### config.mk
export PLATFORM = sky130hd
export DESIGN_NAME = apb_master_bridge
export DESIGN_NICKNAME = d
export VERILOG_FILES = /design/src/rtl/apb_master_bridge.sv
export SDC_FILE = /design/constraint.sdc
export NUM_CORES = 1
export LEC_CHECK = 0
export CORE_MARGIN = 3
export CORE_UTILIZATION = 38
export DETAILED_ROUTE_END_ITERATION = 10
export PLACE_DENSITY = 0.75
export RECOVER_POWER = 100
export SLEW_MARGIN = 20
export SYNTH_ARGS = -nofsm -noshare
export SYNTH_HDL_FRONTEND = slang
export SYNTH_SLANG_ARGS = --single-unit
### constraint.sdc
create_clock -name PCLK -period 2.1 [get_ports PCLK]
set_clock_uncertainty 0.05 [all_clocks]
set_input_delay 0.63 -clock PCLK [delete_from_list [all_inputs] [get_ports PCLK]]
set_output_delay 0.63 -clock PCLK [all_outputs]
set_load 0.01 [all_outputs]
### src/rtl/apb_master_bridge.sv
// Single-outstanding APB initiator: turns valid/ready requests into SETUP/ACCESS
// transfers and reports completion, read data or a PREADY timeout on a response port.
module apb_master_bridge #(
    parameter int ADDR_W  = 7,
    parameter int DATA_W  = 8,
    parameter int TIMEOUT = 16
) (
    input  logic              PCLK,
    input  logic              PRESETn,
    input  logic              req_valid,
    output logic              req_ready,
    input  logic              req_write,
    input  logic [ADDR_W-1:0] req_addr,
    input  logic [DATA_W-1:0] req_wdata,
    output logic              rsp_valid,
    output logic [DATA_W-1:0] rsp_rdata,
    output logic              rsp_error,
    output logic              PSELx,
    output logic              PENABLE,
    output logic              PWRITE,
    output logic [ADDR_W-1:0] PADDR,
    output logic [DATA_W-1:0] PWDATA,
    input  logic              PREADY,
    input  logic [DATA_W-1:0] PRDATA
);

    localparam int CNT_W = $clog2(TIMEOUT + 1);

    typedef enum logic [1:0] {
        IDLE,
        SETUP,
        ACCESS
    } state_t;

    state_t           state, state_nxt;
    logic [CNT_W-1:0] wait_cnt;
    logic             ready_int;
    logic             accept;
    logic             done;
    logic             timed_out;

    // NOTE: every output of this block gets a default first so no path can infer a latch.
    always_comb begin
        state_nxt = state;
        ready_int = 1'b0;
        PSELx     = 1'b0;
        PENABLE   = 1'b0;
        done      = 1'b0;
        timed_out = 1'b0;
        case (state)
            IDLE: begin
                ready_int = 1'b1;
                if (req_valid) state_nxt = SETUP;
            end
            SETUP: begin
                PSELx     = 1'b1;
                state_nxt = ACCESS;
            end
            ACCESS: begin
                PSELx   = 1'b1;
                PENABLE = 1'b1;
                if (PREADY) begin
                    done      = 1'b1;
                    ready_int = 1'b1;
                    state_nxt = req_valid ? SETUP : IDLE;
                end else if (wait_cnt == CNT_W'(TIMEOUT - 1)) begin
                    timed_out = 1'b1;
                    state_nxt = IDLE;
                end
            end
            default: state_nxt = IDLE;
        endcase
    end

    // Held low while reset is asserted so no request is taken during reset.
    assign req_ready = ready_int & PRESETn;
    assign accept    = req_valid & req_ready;

    // NOTE: sequential state uses non-blocking assignments so every register samples pre-edge values.
    always_ff @(posedge PCLK or negedge PRESETn) begin
        if (!PRESETn) state <= IDLE;
        else          state <= state_nxt;
    end

    // Counter restarts on every acceptance and stops one short of TIMEOUT, so it never wraps.
    always_ff @(posedge PCLK or negedge PRESETn) begin
        if (!PRESETn) begin
            wait_cnt <= '0;
        end else if (accept) begin
            wait_cnt <= '0;
        end else if (state == ACCESS && !PREADY && !timed_out) begin
            wait_cnt <= wait_cnt + 1'b1;
        end
    end

    always_ff @(posedge PCLK or negedge PRESETn) begin
        if (!PRESETn) begin
            PWRITE <= 1'b0;
            PADDR  <= '0;
            PWDATA <= '0;
        end else if (accept) begin
            PWRITE <= req_write;
            PADDR  <= req_addr;
            PWDATA <= req_wdata;
        end
    end

    // Response data and error hold between pulses; only a finishing transfer updates them.
    always_ff @(posedge PCLK or negedge PRESETn) begin
        if (!PRESETn) begin
            rsp_valid <= 1'b0;
            rsp_error <= 1'b0;
            rsp_rdata <= '0;
        end else begin
            rsp_valid <= done | timed_out;
            if (done | timed_out) begin
                rsp_error <= timed_out;
                rsp_rdata <= (done && !PWRITE) ? PRDATA : '0;
            end
        end
    end

endmodule

Word-level counts from Yosys, hierarchy flattened --
Index checks and enable logic that the tools add are counted.
Storage, ports and cells: bits of input ports 28, logic and storage cells 43, output and inout port bits 29, register bits 33
Operators by class: bitwise logic cells 3, mux-type cells 16, $add $sub $neg 1, reduce and logical (&&, ||, !) cells 10, equal/unequal tests 5
Operators by type and width (count):
- $mux W5 | 2
- $mux W1 | 8
- $mux W8 | 1
- $mux W2 | 3
- $pmux W2 S3 | 1
- $add A5 B1 Y5 const B | 1
- $eq A5 B4 Y1 const B | 1
- $logic_and A1 B1 Y1 | 3
- $logic_not A1 Y1 | 3
- $ne A3 B3 Y1 const B | 1
- $and A1 B1 Y1 | 2
- $eq A2 B1 Y1 const B | 1
- $eq A2 B2 Y1 const B | 1
- $logic_not A2 Y1 | 1
- $ne A2 B2 Y1 const B | 1
- $pmux W1 S2 | 1
- $reduce_and A2 Y1 | 1
- $reduce_bool A2 Y1 | 1
- $reduce_or A2 Y1 | 1
- $or A1 B1 Y1 | 1

Longest topological paths before layout --
word-level depth 8, depth in mapped cells 7

Least setup slack after synthesis --
OpenSTA, ideal clock, no wires.
kind register -> register, from register wait_cnt[0], to register wait_cnt[3], arrival time 1.830 ns, required time 1.973 ns, cell stages (with the launch flop) 7, period minus slack after synthesis 1.958 ns, slack 0.142 ns, setup time 0.077 ns, path through dfrtp_1 > ha_1 > and3_1 > ha_1 > or3b_4 > or3_1 > a21oi_1
Between the ends: cells in the longest elaborated chain, start to end 7, elaborated cells on any way between the ends 10, classes of those cells 1 x add/sub; 1 x eq/ne; 5 x mux; 3 x reduce/logical
RTL lines:
- from (decl) | line 36 | logic [CNT_W-1:0] wait_cnt;
- from (signal assigned) | line 92 | wait_cnt <= wait_cnt + 1'b1;
- $eq A5 B4 Y1 | line 66 | end else if (wait_cnt == CNT_W'(TIMEOUT - 1)) begin
- $mux W1 | line 66
- $mux W1 | line 62 | if (PREADY) begin
- $mux W1 | line 50 | case (state)
- $logic_not A1 Y1 | line 91 | end else if (state == ACCESS && !PREADY && !timed_out) begin
- $logic_and A1 B1 Y1 | line 91
- $reduce_bool A2 Y1 (no line)
Several ways; a longest one is shown, not always the timed one. The select of a mux whose other input is x is not followed. A chain may end at the register's enable or synchronous reset.

Worst setup path in the final report --
from register state[1], to output req_ready
Between the ends: cells in the longest elaborated chain, start to end 3, elaborated cells on any way between the ends 4, classes of those cells 1 x eq/ne; 1 x mux; 1 x bitwise; 1 x reduce/logical
RTL lines:
- from (decl) | line 35 | state_t state, state_nxt;
- from (signal assigned) | line 82 | else state <= state_nxt;
- $eq A2 B2 Y1 or $logic_not A2 Y1 (tied branches) | line 50
- $pmux W1 S2 (*) | line 50
- $and A1 B1 Y1 (*) | line 76 | assign req_ready = ready_int & PRESETn;
- to (decl) | line 11 | output logic req_ready,
Mark *: on every way between the ends. The rest lies on a longest branch, timed or not.

==> results.cfg <==
[finish]
area_growth_pct = 60.99
final_common_cell = clkdlybuf4s50_1
stdcell_area_sq_mm = 0.002272
fin_cells = 227
nets = 215
diodes = 0
layout-drive-gt1-share_pct = 24.31
layout_common_cells = clkdlybuf4s50_1 (48), dfrtp_1 (33), mux2_2 (17)
fillers = 280

[logic_synthesis]
synth_compound_area_share_pct = 9.220
synth.area.mux_share_pct = 14.27
synth_cell_type_count = 27
synthCells = 105
yosysSeqAreaShare_pct = 58.51
netlist_area_sq_mm = 0.001411
synth_xor_xnor_area_share_pct = 1.241
syn_nets = 140
yosys.area_share.simple_pct = 7.181
yosys_warnings = 0
synthAdderAreaFrac_pct = 6.206
synth_top_family_by_area = multiplexers
syn-mean-instance-area_sq_um = 13.44
ys_ff_latch = 33

[sta]
rsz0062_at_grt = true
tightest_slew_ps = 891.3
hold_viol = 0
fmax_mhz = 487.7
finalCritPeriodShare_pct = 97.64
setup_tns_ps = 0
max_slew_margin_pct = 40.58
fin_crit_ps = 2050
fin_ws_ps = 49.58
drv_slew = 0
setup_violations = 0

[cts]
root_buffer = clkbuf_8
cts.sinks = 33
insertion_delay_ps = 280
cts_tree = yes
cts.clk_slew.worst_paths_ps = 70
cts_made_buffers = 5
cts_max_level = 2
clockBufferDepth = 2

[grt]
antenna_found_initial = 0
first_global_vias = 1137
grt_first_pass_wirelength_um = 5140
grt_util_all_layers_pct = 15.65
grt_max_degree = 18
overflow = 0

[routing]
ant_nets = 0
firstDrtPassIters = 4
postRouteWirelength_um = 3356
via_per_inst = 4.899
route.detailed.drc = 0
wl_per_cell_um = 14.78
drtIter0Drc = 32
vias = 1112

[die]
start_util_pct = 40.69
dieArea_sq_mm = 0.004482
rows = 21
fp.dieW_um = 66.95
core-area_sq_mm = 0.003468
die_y_um = 66.95
io_pins = 57

[power]
fin_total_pwr_mw = 3.064
ir_worst_vdd_uv = 706.9
powerDensity_mw_per_mm2 = 1348
p_leak_nw = 1.029

[placement]
hpwl_um = 2402
routabilityCongestion = 0.7163
dp.cells = 216
place_area_sq_mm = 0.002111
dp_worst_setup_slack_ps = -453.2
portBuffers = 56

[worst_setup_path]
path_class = reg2out
cp-start-kind = flip-flop
crit_path_max_fanout = 3
cp-end-kind = primary output
cp.required_ps = 1420
crit_arrival_ps = 1370

[flow_run]
cap_violations = 0

[outcome]
status = complete, no violations

[hold_path]
min-delay-path-class = in2async
[cell families after synthesis]
kind of cell	count (synthesis)
fa+ha+maj	7
xor+xnor	2
simple gates	18
flops	33
compound gates	18
buf+inv	9
mux	18
[power breakdown]
group          switching [mW]  total, mW  internal, mW
clock                   0.216      0.603         0.387
sequential              0.152       1.07         0.916
combinational           0.533       1.39         0.860
[timing repair]
item	4_1_cts	5_1_grt
hold endpoints to repair	0	0
resized for setup	11	5
cloned	1	0
hold buffers	0	0
setup endpoints to repair	24	3
pin swaps	0	1
setup buffers	1	1
[per-layer routing]
layer,share of wire (%),GRT usage [%],up-vias
met3,7.5,5.565,7
met4,2.0,6.076,0
li1,-,-,521
met1,38,17.16,541
met5,0,0,-
met2,52,27.35,43
[worst max-delay path, cell delays in order (launching register included)]
cell and delay [ps]:
dfrtp_1 400, buf_4 150, ha_2 190, a31oi_4 160, nor2b_1 60, buf_2 130
[layout make-up]
class / instances / area (sq um) / area share (%)
sequential: 33 / 825.8 / 36.34
tap: 46 / 57.56 / 2.533
clock buffer: 7 / 86.33 / 3.800
multi-input combinational: 63 / 561.8 / 24.72
inverter: 5 / 18.77 / 0.8260
timing repair buffer: 72 / 691.9 / 30.45
clock inverter: 1 / 30.03 / 1.322
[flip-flops by register name, summed over array words and instances, names as in the netlist]
register and count:
rsp_valid 1, state 2, wait_cnt 5, rsp_rdata 8, PADDR 7, PWDATA 8, rsp_error 1, PWRITE 1
[per-stage QoR]
stage	hold slack (ps)	utilization (%)
after CTS	449.2	65.48
final	456.6	65.51
after global placement	438.9	60.86
after global routing	456.2	65.51
after detailed placement	441.2	60.86
after floorplan	284.4	-
[worst paths after layout]
check / depth (start not counted) / from / endpoint / slack [ps]
hold reg to reg: 1 / PWDATA[2] / PWDATA[2] / 460
hold / removal: 2 / PRESETn / PADDR[5] / 460
min in group PCLK: 1 / PWDATA[2] / PWDATA[2] / 460
max in group asynchronous: 2 / PRESETn / PADDR[3] / 700
setup / recovery: 5 / state[1] / req_ready / 50
setup reg to reg: 7 / wait_cnt[0] / state[0] / 120
[synthesized netlist by cell type (all sizes together)]
cell type / instances / share of area [%]
and3: 1 / 0.44
nor3b: 1 / 0.89
or3: 1 / 0.44
mux2i: 1 / 0.71
xnor2: 2 / 1.2
nand3: 1 / 0.35
ha: 7 / 6.2
o22ai: 1 / 0.44
nor2: 7 / 1.9
inv: 5 / 1.3
buf: 4 / 2.0
nand2: 3 / 0.80
a211oi: 1 / 0.53
dfrtp: 33 / 59
a21oi: 4 / 1.4
o21ai: 2 / 0.71
nor2b: 1 / 0.44
nand2b: 1 / 0.44
a22o: 8 / 5.0
or3b: 1 / 0.80
mux2: 17 / 14
a221o: 1 / 0.71
nor4bb: 1 / 0.71
a31oi: 1 / 0.44
No activity file was read; power rests on OpenSTA's default activity.
